==> src/rtl/cache_ls_port_if.sv <==
// Bundles the CPU-side request/response handshake with the cache-side
// address/write_enable/busy/data_out_ready bus of the load/store port.
interface cache_ls_port_if;
  // Core-side request / response
  logic        req_valid;
  logic        req_ready;
  logic        req_write;
  logic [1:0]  req_size;
  logic        req_unsigned;
  logic [31:0] req_addr;
  logic [31:0] req_wdata;
  logic        resp_valid;
  logic [31:0] resp_rdata;
  logic        resp_error;
  // Cache-side bus
  logic [31:0] address;
  logic [31:0] data_in;
  logic [3:0]  write_enable;
  logic [31:0] data_out;
  logic        data_out_ready;
  logic        busy;

  // Environment view: drives requests and plays the cache.
  modport master (
    output req_valid, req_write, req_size, req_unsigned, req_addr, req_wdata,
    output data_out, data_out_ready, busy,
    input  req_ready, resp_valid, resp_rdata, resp_error,
    input  address, data_in, write_enable
  );

  // Load/store port view.
  modport slave (
    input  req_valid, req_write, req_size, req_unsigned, req_addr, req_wdata,
    input  data_out, data_out_ready, busy,
    output req_ready, resp_valid, resp_rdata, resp_error,
    output address, data_in, write_enable
  );
endinterface

==> src/rtl/cache_ls_port.sv <==
// Load/store initiator: turns one sized byte/half/word request into a word-aligned
// cache access with byte-lane mask, then returns extended read data in a one-cycle response.
module cache_ls_port #(
  parameter int unsigned TIMEOUT_CYCLES   = 1024,
  parameter int unsigned COUNTER_BITWIDTH = 11
) (
  input logic             clk,
  input logic             rst_n,
  cache_ls_port_if.slave  bus_io
);

  typedef enum logic [2:0] {
    StIdle,
    StIssue,
    StSettle,
    StWaitR,
    StWaitW,
    StResp
  } state_e;

  state_e                      state_q;
  logic                        write_q;
  logic [1:0]                  size_q;
  logic                        unsigned_q;
  logic [31:0]                 addr_q;
  logic [31:0]                 wdata_q;
  logic [COUNTER_BITWIDTH-1:0] cnt_q;
  logic [31:0]                 address_q;
  logic [31:0]                 data_in_q;
  logic [3:0]                  we_q;
  logic                        resp_valid_q;
  logic [31:0]                 resp_rdata_q;
  logic                        resp_error_q;

  logic                        req_bad;
  logic [1:0]                  lane;
  logic [4:0]                  lane_shift;
  logic [3:0]                  lane_mask;
  logic [31:0]                 lane_data;
  logic [31:0]                 rd_shifted;
  logic [31:0]                 rd_ext;
  logic                        timeout_hit;

  // Alignment / size legality is judged on the live request so errors skip the cache.
  always_comb begin
    req_bad = 1'b0;
    unique case (bus_io.req_size)
      2'd0:    req_bad = 1'b0;
      2'd1:    req_bad = bus_io.req_addr[0];
      2'd2:    req_bad = (bus_io.req_addr[1:0] != 2'b00);
      default: req_bad = 1'b1;
    endcase
  end

  assign lane       = addr_q[1:0];
  assign lane_shift = {lane, 3'b000};

  always_comb begin
    lane_mask = 4'b1111;
    lane_data = wdata_q;
    unique case (size_q)
      2'd0: begin
        lane_mask = 4'b0001 << lane;
        lane_data = {24'b0, wdata_q[7:0]} << lane_shift;
      end
      2'd1: begin
        lane_mask = 4'b0011 << lane;
        lane_data = {16'b0, wdata_q[15:0]} << lane_shift;
      end
      default: begin
        lane_mask = 4'b1111;
        lane_data = wdata_q;
      end
    endcase
  end

  always_comb begin
    rd_shifted = bus_io.data_out >> lane_shift;
    rd_ext     = rd_shifted;
    unique case (size_q)
      2'd0:    rd_ext = unsigned_q ? {24'b0, rd_shifted[7:0]}
                                   : {{24{rd_shifted[7]}}, rd_shifted[7:0]};
      2'd1:    rd_ext = unsigned_q ? {16'b0, rd_shifted[15:0]}
                                   : {{16{rd_shifted[15]}}, rd_shifted[15:0]};
      default: rd_ext = rd_shifted;
    endcase
  end

  // True on the cycle whose increment brings the counter to the limit.
  assign timeout_hit = (TIMEOUT_CYCLES != 0) && ((32'(cnt_q) + 32'd1) == TIMEOUT_CYCLES);

  always_ff @(posedge clk or negedge rst_n) begin
    if (!rst_n) begin
      state_q      <= StIdle;
      write_q      <= 1'b0;
      size_q       <= 2'd0;
      unsigned_q   <= 1'b0;
      addr_q       <= 32'h0;
      wdata_q      <= 32'h0;
      cnt_q        <= '0;
      address_q    <= 32'h0;
      data_in_q    <= 32'h0;
      we_q         <= 4'h0;
      resp_valid_q <= 1'b0;
      resp_rdata_q <= 32'h0;
      resp_error_q <= 1'b0;
    end else begin
      resp_valid_q <= 1'b0;
      unique case (state_q)
        StIdle: begin
          if (bus_io.req_valid) begin
            write_q    <= bus_io.req_write;
            size_q     <= bus_io.req_size;
            unsigned_q <= bus_io.req_unsigned;
            addr_q     <= bus_io.req_addr;
            wdata_q    <= bus_io.req_wdata;
            cnt_q      <= '0;
            if (req_bad) begin
              resp_valid_q <= 1'b1;
              resp_error_q <= 1'b1;
              resp_rdata_q <= 32'h0;
              state_q      <= StResp;
            end else begin
              state_q <= StIssue;
            end
          end
        end
        StIssue: begin
          cnt_q <= cnt_q + 1'b1;
          if (timeout_hit) begin
            we_q         <= 4'h0;
            resp_valid_q <= 1'b1;
            resp_error_q <= 1'b1;
            resp_rdata_q <= 32'h0;
            state_q      <= StResp;
          end else if (!bus_io.busy) begin
            address_q <= {addr_q[31:2], 2'b00};
            data_in_q <= lane_data;
            we_q      <= write_q ? lane_mask : 4'h0;
            state_q   <= StSettle;
          end
        end
        StSettle: begin
          // busy/data_out_ready still describe the previous access here.
          cnt_q <= cnt_q + 1'b1;
          if (timeout_hit) begin
            we_q         <= 4'h0;
            resp_valid_q <= 1'b1;
            resp_error_q <= 1'b1;
            resp_rdata_q <= 32'h0;
            state_q      <= StResp;
          end else begin
            state_q <= write_q ? StWaitW : StWaitR;
          end
        end
        StWaitR: begin
          cnt_q <= cnt_q + 1'b1;
          if (timeout_hit) begin
            we_q         <= 4'h0;
            resp_valid_q <= 1'b1;
            resp_error_q <= 1'b1;
            resp_rdata_q <= 32'h0;
            state_q      <= StResp;
          end else if (bus_io.data_out_ready) begin
            resp_valid_q <= 1'b1;
            resp_error_q <= 1'b0;
            resp_rdata_q <= rd_ext;
            state_q      <= StResp;
          end
        end
        StWaitW: begin
          cnt_q <= cnt_q + 1'b1;
          if (timeout_hit) begin
            we_q         <= 4'h0;
            resp_valid_q <= 1'b1;
            resp_error_q <= 1'b1;
            resp_rdata_q <= 32'h0;
            state_q      <= StResp;
          end else if (!bus_io.busy) begin
            we_q         <= 4'h0;
            resp_valid_q <= 1'b1;
            resp_error_q <= 1'b0;
            resp_rdata_q <= 32'h0;
            state_q      <= StResp;
          end
        end
        StResp: begin
          state_q <= StIdle;
        end
        default: begin
          we_q    <= 4'h0;
          state_q <= StIdle;
        end
      endcase
    end
  end

  assign bus_io.req_ready    = (state_q == StIdle);
  assign bus_io.resp_valid   = resp_valid_q;
  assign bus_io.resp_rdata   = resp_rdata_q;
  assign bus_io.resp_error   = resp_error_q;
  assign bus_io.address      = address_q;
  assign bus_io.data_in      = data_in_q;
  assign bus_io.write_enable = we_q;

endmodule

==> src/flat_wrapper.sv <==
// flat-port wrapper written by rule: the top's interface ports become plain ports
module cache_ls_port_flat 
#(
  parameter int unsigned TIMEOUT_CYCLES   = 1024,
  parameter int unsigned COUNTER_BITWIDTH = 11
)
  (clk, rst_n, bus_io_req_valid, bus_io_req_write, bus_io_req_size, bus_io_req_unsigned, bus_io_req_addr, bus_io_req_wdata, bus_io_data_out, bus_io_data_out_ready, bus_io_busy, bus_io_req_ready, bus_io_resp_valid, bus_io_resp_rdata, bus_io_resp_error, bus_io_address, bus_io_data_in, bus_io_write_enable);
  cache_ls_port_if bus_io_i ();
  input logic clk;
  input logic rst_n;
  input wire logic [$bits(bus_io_i.req_valid)-1:0] bus_io_req_valid;
  input wire logic [$bits(bus_io_i.req_write)-1:0] bus_io_req_write;
  input wire logic [$bits(bus_io_i.req_size)-1:0] bus_io_req_size;
  input wire logic [$bits(bus_io_i.req_unsigned)-1:0] bus_io_req_unsigned;
  input wire logic [$bits(bus_io_i.req_addr)-1:0] bus_io_req_addr;
  input wire logic [$bits(bus_io_i.req_wdata)-1:0] bus_io_req_wdata;
  input wire logic [$bits(bus_io_i.data_out)-1:0] bus_io_data_out;
  input wire logic [$bits(bus_io_i.data_out_ready)-1:0] bus_io_data_out_ready;
  input wire logic [$bits(bus_io_i.busy)-1:0] bus_io_busy;
  output wire logic [$bits(bus_io_i.req_ready)-1:0] bus_io_req_ready;
  output wire logic [$bits(bus_io_i.resp_valid)-1:0] bus_io_resp_valid;
  output wire logic [$bits(bus_io_i.resp_rdata)-1:0] bus_io_resp_rdata;
  output wire logic [$bits(bus_io_i.resp_error)-1:0] bus_io_resp_error;
  output wire logic [$bits(bus_io_i.address)-1:0] bus_io_address;
  output wire logic [$bits(bus_io_i.data_in)-1:0] bus_io_data_in;
  output wire logic [$bits(bus_io_i.write_enable)-1:0] bus_io_write_enable;
  assign bus_io_i.req_valid = bus_io_req_valid;
  assign bus_io_i.req_write = bus_io_req_write;
  assign bus_io_i.req_size = bus_io_req_size;
  assign bus_io_i.req_unsigned = bus_io_req_unsigned;
  assign bus_io_i.req_addr = bus_io_req_addr;
  assign bus_io_i.req_wdata = bus_io_req_wdata;
  assign bus_io_i.data_out = bus_io_data_out;
  assign bus_io_i.data_out_ready = bus_io_data_out_ready;
  assign bus_io_i.busy = bus_io_busy;
  assign bus_io_req_ready = bus_io_i.req_ready;
  assign bus_io_resp_valid = bus_io_i.resp_valid;
  assign bus_io_resp_rdata = bus_io_i.resp_rdata;
  assign bus_io_resp_error = bus_io_i.resp_error;
  assign bus_io_address = bus_io_i.address;
  assign bus_io_data_in = bus_io_i.data_in;
  assign bus_io_write_enable = bus_io_i.write_enable;
  cache_ls_port #(.TIMEOUT_CYCLES(TIMEOUT_CYCLES), .COUNTER_BITWIDTH(COUNTER_BITWIDTH)) u_core (.clk(clk), .rst_n(rst_n), .bus_io(bus_io_i));
endmodule
==> config.mk <==
export PLATFORM = sky130hd
export DESIGN_NAME = cache_ls_port_flat
export DESIGN_NICKNAME = d
export VERILOG_FILES = /design/src/rtl/cache_ls_port_if.sv /design/src/rtl/cache_ls_port.sv /design/src/flat_wrapper.sv
export SDC_FILE = /design/constraint.sdc
export NUM_CORES = 1
export LEC_CHECK = 0
export ABC_AREA = 0
export BUFFER_PORTS_ARGS = -buffer_cell sky130_fd_sc_hd__buf_2
export CAP_MARGIN = 20
export CORE_MARGIN = 2
export CORE_UTILIZATION = 45
export CTS_CLUSTER_SIZE = 24
export DETAILED_ROUTE_END_ITERATION = 10
export MAX_ROUTING_LAYER = met4
export PLACE_DENSITY = 0.69
export SETUP_SLACK_MARGIN = 0.15
export SLEW_MARGIN = 20
export SYNTH_ARGS = -nofsm -noshare
export SYNTH_HDL_FRONTEND = slang
export SYNTH_SLANG_ARGS = --single-unit
export TNS_END_PERCENT = 1
==> constraint.sdc <==
create_clock -name clk -period 4 [get_ports clk]
set_clock_uncertainty 0.05 [all_clocks]
set_input_delay 0.2 -clock clk [delete_from_list [all_inputs] [get_ports clk]]
set_output_delay 0.2 -clock clk [all_outputs]
set_load 0.02 [all_outputs]
==> results of run 1 <==
## routing by layer
metal | share of wire [%] | global-route usage (%) | up-vias | routed length, µm
met4 | 1.5 | 5.32 | 0 | 327
met2 | 47 | 33.9 | 193 | 10200
li1 | - | - | 3146 | -
met3 | 4.5 | 4.66 | 28 | 976
met1 | 47 | 31.2 | 3294 | 10200
met5 | 0 | - | - | 0
## synth_stat cells, types with 2 or more instances
library cell    n  share of area (%)
o21ai_0        57                3.3
or2_1           2               0.14
or3_1           2               0.14
nand2_1        71                3.1
xor2_1          2               0.20
nor3b_1         8               0.69
a21oi_1        42                2.4
nor2b_1        11               0.79
mux2_2         94                 12
a211o_1         7               0.71
buf_2          10               0.58
mux2_4         28                4.8
buf_1           4               0.17
a22o_1          8               0.81
buf_4           3               0.26
and3_1          3               0.22
nand3_1         3               0.17
o2bb2ai_2      10                1.7
mux2i_1        30                3.5
inv_1          14               0.60
o2bb2ai_1       8               0.81
nor3_1          4               0.23
dfrtp_1       182                 52
nand2b_1        5               0.36
o41ai_1         2               0.20
nor2_1         27                1.2
buf_6           8                1.0
o31ai_1        12                1.0
o22ai_1         4               0.29
a31oi_1         3               0.22
a32o_1         11                1.3
clkbuf_1       31                1.3
o21bai_1        2               0.17
## report_power, final
part	switching [W]	leakage, nW	internal (W)
Clock	0.000829	0.292	0.000900
Combinational	0.00220	2.62	0.00182
Sequential	0.000689	2.27	0.00269
Total	0.00372	5.18	0.00541
## metrics by stage
stage | std cells | worst slack [ps] | instance area [µm²]
finish | 1258 | 1030 | 11200
global route | 1258 | 775 | 11200
floorplan | 736 | 1730 | 8690
CTS | 1258 | 1050 | 11200
detailed placement | 1157 | 1070 | 9860
global placement | 1157 | 1140 | 9860
## critical path, cell delays in order, from the launching register on
cell and delay [ps]:
dfrtp_1 460, and3_1 370, and3_2 280, a31oi_2 140, nor3_4 540, or2_1 780, o2bb2ai_1 170
## path summary, 6_finish.rpt
kind | from | end | slack (ps) | cells past startpoint
max in group asynchronous | rst_n | u_core.bus_io.address[22] | 2550 | 3
min | bus_io_data_out[26] | u_core.bus_io.resp_rdata[26] | 20 | 3
max reg2reg | u_core.cnt_q[2] | u_core.bus_io.resp_rdata[31] | 1030 | 6
max | u_core.cnt_q[2] | u_core.bus_io.resp_rdata[31] | 1030 | 6
min in group asynchronous | rst_n | u_core.cnt_q[8] | 360 | 2
min reg2reg | u_core.bus_io.write_enable[0] | u_core.bus_io.write_enable[0] | 440 | 1
## cells by family after synthesis
family          count (synthesis)  synth area share (%)
other cells                     1                0.0432
compound gates                179                  14.4
simple gates                  148                  8.29
buf+inv                        70                  3.99
xor+xnor                        2                 0.202
fa+ha+maj                       1                 0.144
flops                         182                  52.4
mux                           152                  20.5
## flip-flops by register name, indices dropped and copies added, names as in the netlist
register,count
u_core.size_q,2
u_core.bus_io.data_in,32
u_core.bus_io.resp_rdata,32
u_core.unsigned_q,1
u_core.bus_io.resp_valid,1
u_core.cnt_q,11
u_core.bus_io.address,30
u_core.bus_io.resp_error,1
u_core.write_q,1
u_core.wdata_q,32
u_core.state_q,3
u_core.addr_q,32
u_core.bus_io.write_enable,4
## final cells by class
type	instances	area [µm²]	share of cell area [%]
Sequential cell	182	4560	40.8
Tap cell	260	325	2.92
Clock inverter	15	181	1.63
Clock buffer	17	425	3.81
Timing Repair Buffer	286	1820	16.3
Multi-Input combinational cell	484	3800	34.1
Inverter	14	52.6	0.471
==> impl_metrics.toml, run 1 <==
[finish]
syn_to_final_growth_pct = 28.4
diodes = 0
final_common_cell = "buf_2"
final_cell_mix = "buf_2, dfrtp_1, mux2_2"
drive_gt1_share_pct = 39.6
final_core_util_pct = 59.2
fin_nets = 1091
fillers = 1509

[power]
p_leak_nw = 5.18
ir_drop_mv = 0.404
p_per_area_nw_per_um2 = 818
power_w = 0.00912

[synthesis]
yosysSeqAreaShare_pct = 52.4
synth_cells = 735
ys_warn_count = 0
ys_types = 60
ys_async_sr_fraction_pct = 100
synthesis.area_um2 = 8690
syn_area_per_cell_um2 = 11.8
ys_ff_latch = 182
synth_edf_count = 0
synth-main-ff-cell = "dfrtp_1"

[sta]
tightest_slew_ps = 988
slew_headroom_pct = 34.2
fin_crit_sh_pct = 74.2
fin_setup_tns_ps = 0
final_hold_viol_count = 0
maxSlewViolCount = 0
setup_viol = 0
hold-worst-slack_ps = 17.4
maxClockFrequency_ghz = 0.337
rsz0062_at_grt = "no"
fin_crit_ps = 2970

[grt]
grt_usage_pct = 22.4
antenna_found_initial = 0
grt_pass1_wl_um = 35000
grt_pass1_vias = 6576
grt_max_degree = 116
grt_overflow = 0

[drt]
routed_wl_um = 21800
drtIter0Drc = 371
vias_per_cell = 5.29
drtPass1Iterations = 5
drtAntennaViolNets = 0
drc = 0
avgRoutedWirePerCell_um = 17.3
vias = 6661

[clock_network]
tritoncts = "done"
numCtsBuffers = 17
htreeDepth = 4
cts_root_buf = "clkbuf_16"
ctsHoldBuffers = 69
clkLatencyLatePin_ps = 440
cts.repair.resized = 0
cts_max_path_buffers = 2
cts.clk_slew.worst_paths_ps = 80
cts.sinks = 182
post-cts-setup-buffers = 0

[floorplan]
rows = 50
initial_utilization_pct = 46.1
dieWidth_um = 143
die_area_um2 = 20400
io_pins = 208
fp.dieH_um = 143
core_um2 = 18800

[critical_path]
crit_arrival_ps = 3200
criticalPathCategory = "reg -> reg"
critPathCaptureType = "flop"
start_kind = "flop"
path_max_fanout = 18
crit_required_ps = 4230

[job]
maxCapViolations = 0

[placement]
place_congestion = 0.879
hpwl_um = 14400
port_buffers = 205

[min_path]
hp-class = "in -> reg"

[status]
status = "finished, final reports clean"
Power figures use the tool's default switching activity.
==> run 2, diff against run 1 <==
==> constraint.sdc (replaced) <==
create_clock -name clk -period 3 [get_ports clk]
set_clock_uncertainty 0.05 [all_clocks]
set_input_delay 0.15 -clock clk [delete_from_list [all_inputs] [get_ports clk]]
set_output_delay 0.15 -clock clk [all_outputs]
set_load 0.02 [all_outputs]
==> run 2 against run 1 <==
Net effect:
- setup slack got worse by 640 ps
- critical path depth increased by 2
- flip-flop and latch count unchanged
- cell area increased by 1.2%
- core utilization increased by 0.74 points
- via count decreased by 0.11%
- hold slack improved by 13 ps
- register-to-register slack got worse by 640 ps
- fmax increased by 14%
- non-clock buffer count increased by 9
- highest routed layer unchanged
- total power increased by 33%
- critical endpoint is now u_core.bus_io.address[26]
- clock power increased by 29%
==> impl_metrics.toml, run 2 (synthesis gave the netlist of run 1 again) <==
[floorplan]
fp.dieH_um = 143
rows = 50
dieWidth_um = 143
die_area_um2 = 20400
io_pins = 208
initial_utilization_pct = 46.1
core_um2 = 18800

[critical_path]
crit_required_ps = 3270
worstPathCellList = "ha_1 -> nand2_1 -> a21oi_1 -> o31ai_4 -> nor3_4 -> nor4_4 -> buf_12 -> mux2_4"
crit_arrival_ps = 2870
crit_cells = 8
start_kind = "flop"
path_max_fanout = 38
max_stage_delay_ps = 530
cp.buffers_inverters = 1
cpLargestDelayFamily = "simple AND/OR/NAND/NOR gates"
critPathCaptureType = "flop"
crit_slowest_cell = "nor3_4"
reg2reg_depth = 8
criticalPathCategory = "reg -> reg"

[placement]
post_dp_cell_area_um2 = 9920
preCtsSetupSlack_ps = 346
place_congestion = 0.872
hpwl_um = 14300
port_buffers = 205

[clock_network]
htreeDepth = 4
numCtsBuffers = 17
cts.clk_slew.worst_paths_ps = 80
cts_root_buf = "clkbuf_16"
clkLatencyLatePin_ps = 440
cts_max_path_buffers = 2
cts.sinks = 182
tritoncts = "done"

[finish]
drive_gt1_share_pct = 39.4
final_cell_mix = "buf_2, dfrtp_1, mux2_2"
fin_nets = 1100
final_core_util_pct = 60.0
stdcell_area_um2 = 11300
diodes = 0
syn_to_final_growth_pct = 30.0
fillers = 1549
final_common_cell = "buf_2"

[sta]
final_hold_viol_count = 0
setup_ws_ps = 395
tightest_slew_ps = 778
rsz0062_at_grt = "no"
fin_crit_sh_pct = 86.8
maxClockFrequency_ghz = 0.384
setup_viol = 0
fin_setup_tns_ps = 0
maxSlewViolCount = 0
fin_crit_ps = 2610
hold-worst-slack_ps = 30.3
slew_headroom_pct = 48.0

[power]
ir_drop_mv = 0.511
netSwitchingFraction_pct = 40.7
p_int_w = 0.00719
seqPwrFrac_pct = 37.0
p_per_area_nw_per_um2 = 1070
p_leak_nw = 5.23
power_frac_comb_pct = 44.6
p_switching_w = 0.00493
clock_power_share_pct = 18.4

[grt]
grt_usage_pct = 22.0
grt_pass1_wl_um = 34300
grtUsageMet1_pct = 29.7
use_met2_pct = 33.1
grtUsageMet3_pct = 4.90
grt_max_degree = 83
grt_overflow = 0
antenna_found_initial = 0
busiest_layer = "met2"
grt_pass1_vias = 6538

[drt]
drtPass1Iterations = 5
drtIter0Drc = 466
vias = 6654
avgRoutedWirePerCell_um = 16.8
drc = 0
routed_wl_um = 21300
drtAntennaViolNets = 0
vias_per_cell = 5.25

[status]
status = "finished, final reports clean"

[min_path]
holdPathStages = 3
hp-class = "in -> reg"

[job]
maxCapViolations = 0
## run 2: stage by stage
stage                     total power [W]  cells
after floorplan                   0.00827    736
after global placement            0.00974   1159
after detailed placement          0.00986   1159
after CTS                          0.0122   1267
after global routing               0.0129   1267
final                              0.0121   1267
## run 2: power groups by stage
stage               combinational (W)  sequential (W)  clock, W
floorplan                     0.00335         0.00493         0
global placement              0.00524         0.00450         0
detailed placement            0.00534         0.00452         0
CTS                           0.00544         0.00448   0.00229
global route                  0.00588         0.00466   0.00239
finish                        0.00540         0.00449   0.00223
## run 2: tightest hold or removal path, stage by stage
cell       delay (ps)
buf_2             120
a21oi_1            80
o2bb2ai_1         130
## run 2: final cells by class
class | instances | area (µm²) | share of cell area [%]
Sequential cell | 182 | 4560 | 40.3
Multi-Input combinational cell | 484 | 3800 | 33.6
Timing Repair Buffer | 295 | 1950 | 17.3
Clock buffer | 17 | 425 | 3.77
Tap cell | 260 | 325 | 2.88
Clock inverter | 15 | 181 | 1.61
Inverter | 14 | 52.6 | 0.465
## run 2: worst paths after layout
check,start,to,slack (ps)
setup / recovery,u_core.cnt_q[0],u_core.bus_io.address[26],390
hold / removal,bus_io_data_out[31],u_core.bus_io.resp_rdata[31],30
setup reg to reg,u_core.cnt_q[0],u_core.bus_io.address[26],390
hold reg to reg,u_core.bus_io.resp_rdata[13],u_core.bus_io.resp_rdata[13],440
max in group asynchronous,rst_n,u_core.bus_io.address[3],1880
min in group asynchronous,rst_n,u_core.cnt_q[5],280
## run 2: timing repair
| action | in CTS | in global routing |
|---|---|---|
| hold endpoints to repair | 155 | 0 |
| endpoints found under the setup margin | 0 | 2 |
| buffers inserted | 0 | 0 |
| hold buffers | 76 | 0 |
| resized for setup | 0 | 1 |
## run 2: routing by layer
layer | up-vias | routed length [µm]
met4 | 0 | 439
met5 | - | 0
met2 | 203 | 9820
met3 | 34 | 1110
li1 | 3180 | -
met1 | 3237 | 9920
